<file path="src/rtl/tpu_output_collector.sv">
// tpu_output_collector: reassembles the 8-byte result stream, requantizes to int8 and queues packed words
module tpu_output_collector #(
  parameter int SHIFT = 0,
  parameter int RELU  = 0,
  parameter int DEPTH = 2
) (
  input  logic                       clk,
  input  logic                       rst,
  input  logic                       in_valid,
  input  logic [7:0]                 in_byte,
  input  logic                       sync,
  output logic                       out_valid,
  input  logic                       out_ready,
  output logic [31:0]                out_data,
  output logic [$clog2(DEPTH):0]     level,
  output logic                       overflow
);
  localparam int AW = $clog2(DEPTH);
  logic [2:0] idx, bi;
  logic [7:0] hi;
  logic [15:0] c00, c01, c10, c11;
  logic [AW-1:0] wp, rp;
  logic [AW:0] cnt;
  logic [31:0] mem [DEPTH];
  logic [31:0] word;
  logic push, pop, full, push_ok;
  function automatic logic [7:0] rq(input logic [15:0] c);
    logic signed [15:0] v;
    v = $signed(c) >>> SHIFT;
    if (RELU != 0 && v < 0) v = '0;
    return v > 16'sd127 ? 8'h7f : v < -16'sd128 ? 8'h80 : v[7:0];
  endfunction
  always_comb begin
    bi      = sync ? 3'd0 : idx;
    c11     = {hi, in_byte};
    push    = in_valid && bi == 3'd7;
    pop     = cnt != '0 && out_ready;
    full    = cnt == (AW+1)'(DEPTH);
    push_ok = push && (!full || pop);
    word    = {rq(c11), rq(c10), rq(c01), rq(c00)};
  end
  always_ff @(posedge clk) begin
    if (rst) begin
      idx      <= '0;
      hi       <= '0;
      c00      <= '0;
      c01      <= '0;
      c10      <= '0;
      wp       <= '0;
      rp       <= '0;
      cnt      <= '0;
      overflow <= 1'b0;
    end else begin
      idx <= bi + 3'(in_valid);
      if (in_valid && !bi[0]) hi <= in_byte;
      if (in_valid && bi == 3'd1) c00 <= c11;
      if (in_valid && bi == 3'd3) c01 <= c11;
      if (in_valid && bi == 3'd5) c10 <= c11;
      if (push_ok) wp <= wp + 1'b1;
      if (pop) rp <= rp + 1'b1;
      if (push && full && !pop) overflow <= 1'b1;
      cnt <= cnt + (AW+1)'(push_ok) - (AW+1)'(pop);
    end
  end
  always_ff @(posedge clk) begin
    if (!rst && push_ok) mem[wp] <= word;
  end
  assign out_valid = cnt != '0;
  assign out_data  = out_valid ? mem[rp] : '0;
  assign level     = cnt;
endmodule

</file>
<file path="config.mk">
export PLATFORM = sky130hd
export DESIGN_NAME = tpu_output_collector
export DESIGN_NICKNAME = d
export VERILOG_FILES = /design/src/rtl/tpu_output_collector.sv
export SDC_FILE = /design/constraint.sdc
export NUM_CORES = 1
export LEC_CHECK = 0
export BUFFER_PORTS_ARGS = -buffer_cell sky130_fd_sc_hd__buf_2
export CORE_ASPECT_RATIO = 0.9
export CORE_MARGIN = 4
export CORE_UTILIZATION = 45
export CTS_BUF_LIST = sky130_fd_sc_hd__clkbuf_4 sky130_fd_sc_hd__clkbuf_8 sky130_fd_sc_hd__clkbuf_16
export DETAILED_ROUTE_END_ITERATION = 16
export PLACE_DENSITY_LB_ADDON = 0.08
export SLEW_MARGIN = 5
export SYNTH_ARGS = -nofsm -noshare
export SYNTH_HDL_FRONTEND = slang
export SYNTH_SLANG_ARGS = --single-unit
</file>
<file path="constraint.sdc">
create_clock -name clk -period 5.45 [get_ports clk]
set_input_delay 0.545 -clock clk [delete_from_list [all_inputs] [get_ports clk]]
set_output_delay 0.545 -clock clk [all_outputs]
set_load 0.1 [all_outputs]
</file>
Word level (Yosys, flattened, before mapping):

Memories as Yosys holds them, arrays and structs flattened. A register that Yosys moved wholly into a read port is not among the register bits.
Index checks and enable logic that the tools add are counted.

* bits in writable memories: 64
* register bits after elaboration: 64
* word-level logic and storage cells: 58
* input port bits: 13
* memories: 1

* equality and inequality tests: 5
* add/sub/neg operators: 5
* $lt $le $gt $ge: 8
* reduce and logical (&&, ||, !) cells: 16
* multiplexer cells: 14

Memory list
* mem: depth 2, width 32, rd ports 1, clocked after memory_dff 1, write ports 1, line 24 `logic [31:0] mem [DEPTH];`

Operator list (count)
* > comparator 16 x 8 -> 1 bit, second input constant: 4
* less-than comparator 16 x 8 -> 1 bit, second input constant: 4
* two-way mux 8 bit: 8
* two-way mux 32 bit: 1
* logical AND 1 bit: 10
* == test 3 bit, second input constant: 2
* logical NOT 1 bit: 4
* two-way mux 1 bit: 4
* adder 3 x 1 -> 3 bit: 1
* == test 3 x 1 -> 1 bit, second input constant: 1
* == test 3 x 2 -> 1 bit, second input constant: 1
* two-way mux 3 bit: 1
* adder 1 bit, second input constant: 2
* adder 2 x 1 -> 2 bit: 1
* == test 2 bit, second input constant: 1
* nonzero test 2 bit: 1
* subtractor 2 x 1 -> 2 bit: 1
* logical OR 1 bit: 1

Depth between registers and ports, before layout:

* depth in word-level cells: 7
* depth in mapped cells: 9
* gate-level depth less buffers: 8

Least setup slack after synthesis:

Ideal clock, no wire load.

* path type: register to register
* start: register cnt[0] (netlist: level[0])
* end: memory mem[1][0] (enable)
* setup time: 0.468 ns
* period minus slack after synthesis: 4.450 ns
* slack: 1.000 ns
* arrival time: 3.982 ns
* data required time: 4.982 ns
* cell stages (with the launch flop): 5
* cells stage by stage: dfxtp_1 > nor3b_1 > or3_1 > clkbuf_1 > nor3b_1

* longest elaborated chain between the ends: 7
* elaborated cells on any way between the ends: 9
* those cells by class: eq/ne (1); mux (2); reduce/logical (6)

Ends and longest elaborated chain
* from (decl): line 23 `logic [AW:0] cnt;`
* from (signal assigned): line 62 `cnt <= cnt + (AW+1)'(push_ok) - (AW+1)'(pop);`
* == test 2 bit or nonzero test 2 bit (tied branches): line 38, 37
* logical NOT 1 bit or logical AND 1 bit (tied branches): line 39, 37
* logical OR 1 bit (*): line 39 `push_ok = push && (!full || pop);`
* logical AND 1 bit (*): line 39
* logical AND 1 bit (*): line 66 `if (!rst && push_ok) mem[wp] <= word;`
* two-way mux 1 bit (*): line 66
* two-way mux 1 bit (not written as such) (*): line 66
* to (decl): line 24

Mark *: on every way between the ends. The rest lies on a longest branch, timed or not.

==> summary.txt <==
Status -> finished, final reports clean
Mux share of post-synthesis cell area -> 7.47%
Synth Instances -> 521
CP Launch Type -> flip-flop
Clock group share of total power -> 49.2%
Peak VDD IR -> 175 µV
Root buffer cell -> clkbuf_16
Post-synthesis cell type count -> 30
Cts bufs inserted -> 17
Hold Path Class -> primary input to flip-flop
Switch share -> 19.9%
CTS Buffer Depth -> 2
Worst slew pin tran -> 1.22 ns
Tot Pwr -> 2.17 mW
# fillers -> 1070
Core Region -> 12000 µm²
Avg Synthesized Cell Area -> 10.6 µm²
Drt first pass iters -> 4
Worst-path fanout max -> 32
Clock skew -> 0.00611 ns
Worst EP required -> 4.91 ns
Post-CTS Setup Bufs -> 0
Reg power frac -> 47.6%
Die footprint -> 14100 µm²
Setup CP Type -> flip-flop to output port
Io pins -> 49
GRT Util Overall -> 17.7%
Adder-cell area share of the yosys netlist -> 1.14%
H-tree Lvls -> 4
Worst setup EP type -> output port
Leakage power -> 2.26 nW
RSZ-0062 raised after global routing -> false
Chip Width -> 125 µm
Synth Flop Type -> dfxtp_1
Overflow after GRT -> 0
WL per Instance -> 16.8 µm
Clk sink count -> 129
Final hold slack -> 0.472 ns
Crit path arrival time -> 2.23 ns
Complex-gate fraction of the synthesized area -> 13.4%
Logic pwr share -> 3.3%
Final hold vios -> 0
Post-Syn Nets -> 539
Largest family of logic cells by synthesized area -> simple AND/OR/NAND/NOR gates
Area Overhead vs Synth -> 15.9%
Part of the Yosys area used for sequential elements -> 58.5%
Power per cell area -> 340 nW/µm²
Number of buffers added on ports -> 48
Largest net degree at the start of global routing -> 69
Nets -> 561
Fraction of layout cells with a size suffix above 1 -> 16.0%
# resized after CTS -> 0
Hold Buf Count CTS -> 0
Die H -> 113 µm
Post-DP HPWL -> 7.33 mm
Routed vias/inst -> 5.54
CP cell instances -> mux2i_1 > nor2_1 > buf_2
XOR/XNOR Fraction of Synth Area -> 0.477%
Delay of the slowest cell on the worst path -> 1.00 ns
Vias in the first global route -> 3676
Critical path buffers and inverters -> 1
GP Congestion -> 0.730
Final worst path period share -> 50.9%
WL final -> 12.1 mm
Antenna violations before repair -> 0
Ys async rst share -> 0%
Max Freq -> 0.361 GHz
DRC errors left -> 0
Antenna violation net count after detailed routing -> 0
Reg clk slew, reported paths -> 0.05 ns
Vias post-DR -> 3967
Max-Cap Viols -> 0
Int Power -> 1.74 mW
Slew Limit Headroom -> 17.9%
Setup TNS -> 0 ns
CP max stage cell -> dfxtp_2
Site row count -> 38
Slew Limit Fails -> 0
Synthesized area -> 5510 µm²
Post-synth EDFFs -> 64
Worst-skew pair later-pin latency -> 0.41 ns
Initial DRC Count -> 313
Antenna Cells -> 0
CTS tree -> done
Switch Pwr -> 0.434 mW
Period minus WS final -> 2.77 ns
Top delay family on crit path -> flip-flops
Starting Density -> 45.8%
Synth Register Bits -> 129
Final setup vio count -> 0
Post-Synth Simple-Gate Area -> 15.0%
YS warnings -> 0
First-pass GRT wire length -> 19.5 mm
[area by class of cell]
cell class / count / area (µm²) / area share (%)
clock buffers: 23 / 470 / 7.37
flip-flops and latches: 129 / 3220 / 50.5
well taps: 160 / 200 / 3.13
inverters: 5 / 18.8 / 0.294
multi-input cells: 335 / 2090 / 32.7
clock inverters: 9 / 90.1 / 1.41
repair buffers: 55 / 293 / 4.58
[synthesized netlist by cell type (4+ instances only)]
library cell	count	area share, %
nand3_1	76	6.9
dfxtp_1	65	24
edfxtp_1	64	35
a21oi_1	48	4.4
nor2_1	48	3.3
o21ai_0	45	4.1
mux2i_1	40	7.3
clkbuf_1	39	2.7
a2bb2oi_1	28	4.5
and4_1	8	1.3
buf_2	8	0.73
nor4_1	8	0.91
nor2b_1	6	0.68
buf_1	5	0.34
ha_1	5	1.1
inv_1	5	0.34
nand2_1	4	0.27
o21ai_1	4	0.36
[flip-flops by register name, summed over array words and instances (netlist names), named ones only]
register,flops
c00,16
c01,16
c10,16
wp,1
overflow,1
idx,3
rp,1
level,2
hi,8
mem,64
[path summary, 6_finish.rpt]
check | start | to | slack (ns) | cells after the start
worst max register to register | idx[2]$_SDFF_PP0_ | c01[2]$_SDFFE_PP0P_ | 3.22 | 3
worst max-delay path | flip-flop | out_data[15] | 2.68 | 3
worst min register to register | overflow$_SDFFE_PP0P_ | overflow$_SDFFE_PP0P_ | 0.47 | 2
worst min-delay path | in_byte[7] | c01[7]$_SDFFE_PP0P_ | 0.47 | 3
[stage by stage]
| step | utilization, % | instances | instance area (µm²) | worst slack, ns |
|---|---|---|---|---|
| after floorplan | - | 521 | 5510 | 1.00 |
| after global placement | 48.4 | 684 | 5830 | 2.97 |
| after CTS | 53.1 | 716 | 6390 | 2.56 |
| final | 53.1 | 716 | 6390 | 2.68 |
| after detailed placement | 48.4 | 684 | 5830 | 2.93 |
| after global routing | 53.1 | 716 | 6390 | 2.53 |
[cells in the final DEF, fill, tap and decap left out, drive strengths merged]
cell | Yosys | final
clkbuf | 39 | 23
nand4b | 1 | 1
xnor2 | 1 | 1
clkinv | 0 | 7
and4b | 1 | 1
bufinv | 0 | 2
o21ai | 49 | 49
nor4 | 8 | 8
a2bb2oi | 28 | 28
xor2 | 2 | 2
and2 | 1 | 1
a21oi | 48 | 48
nor3b | 2 | 2
or3 | 1 | 1
edfxtp | 64 | 64
nor3 | 2 | 2
a31oi | 1 | 1
ha | 5 | 5
nand4bb | 1 | 1
nor2b | 6 | 6
and4 | 8 | 8
mux2 | 1 | 1
buf | 13 | 55
nor4bb | 1 | 1
nand2 | 4 | 4
mux2i | 40 | 40
dfxtp | 65 | 65
nor2 | 48 | 48
nand3 | 76 | 76
inv | 5 | 5
[metal layers]
| layer | vias to the layer above | wire length, µm | GRT usage (%) |
|---|---|---|---|
| li1 | 1967 | - | - |
| met5 | - | 0 | 0 |
| met3 | 25 | 641 | 4.29 |
| met2 | 93 | 5050 | 25.0 |
| met1 | 1882 | 6080 | 25.4 |
| met4 | 0 | 294 | 8.84 |
[power by group through the flow]
| stage | clock network, mW | registers [mW] | logic (mW) |
|---|---|---|---|
| global route | 1.14 | 1.03 | 0.0769 |
| floorplan | 0 | 1.05 | 0.0457 |
| detailed placement | 0 | 1.05 | 0.0698 |
| CTS | 1.09 | 1.03 | 0.0700 |
| finish | 1.07 | 1.03 | 0.0708 |
| global placement | 0 | 1.05 | 0.0684 |
[worst min-delay path, stage by stage]
cell and delay (ns):
buf_2 0.15, nand3_1 0.08, a21oi_1 0.05
[cells by family after synthesis]
family,Yosys count
multiplexers,41
buffers and inverters,57
AO/OA/AOI/OAI,126
XOR/XNOR,3
adder cells (fa/ha/maj),5
flip-flops,129
AND/OR/NAND/NOR,160
Note: power is estimated with default switching activity, not from simulation.
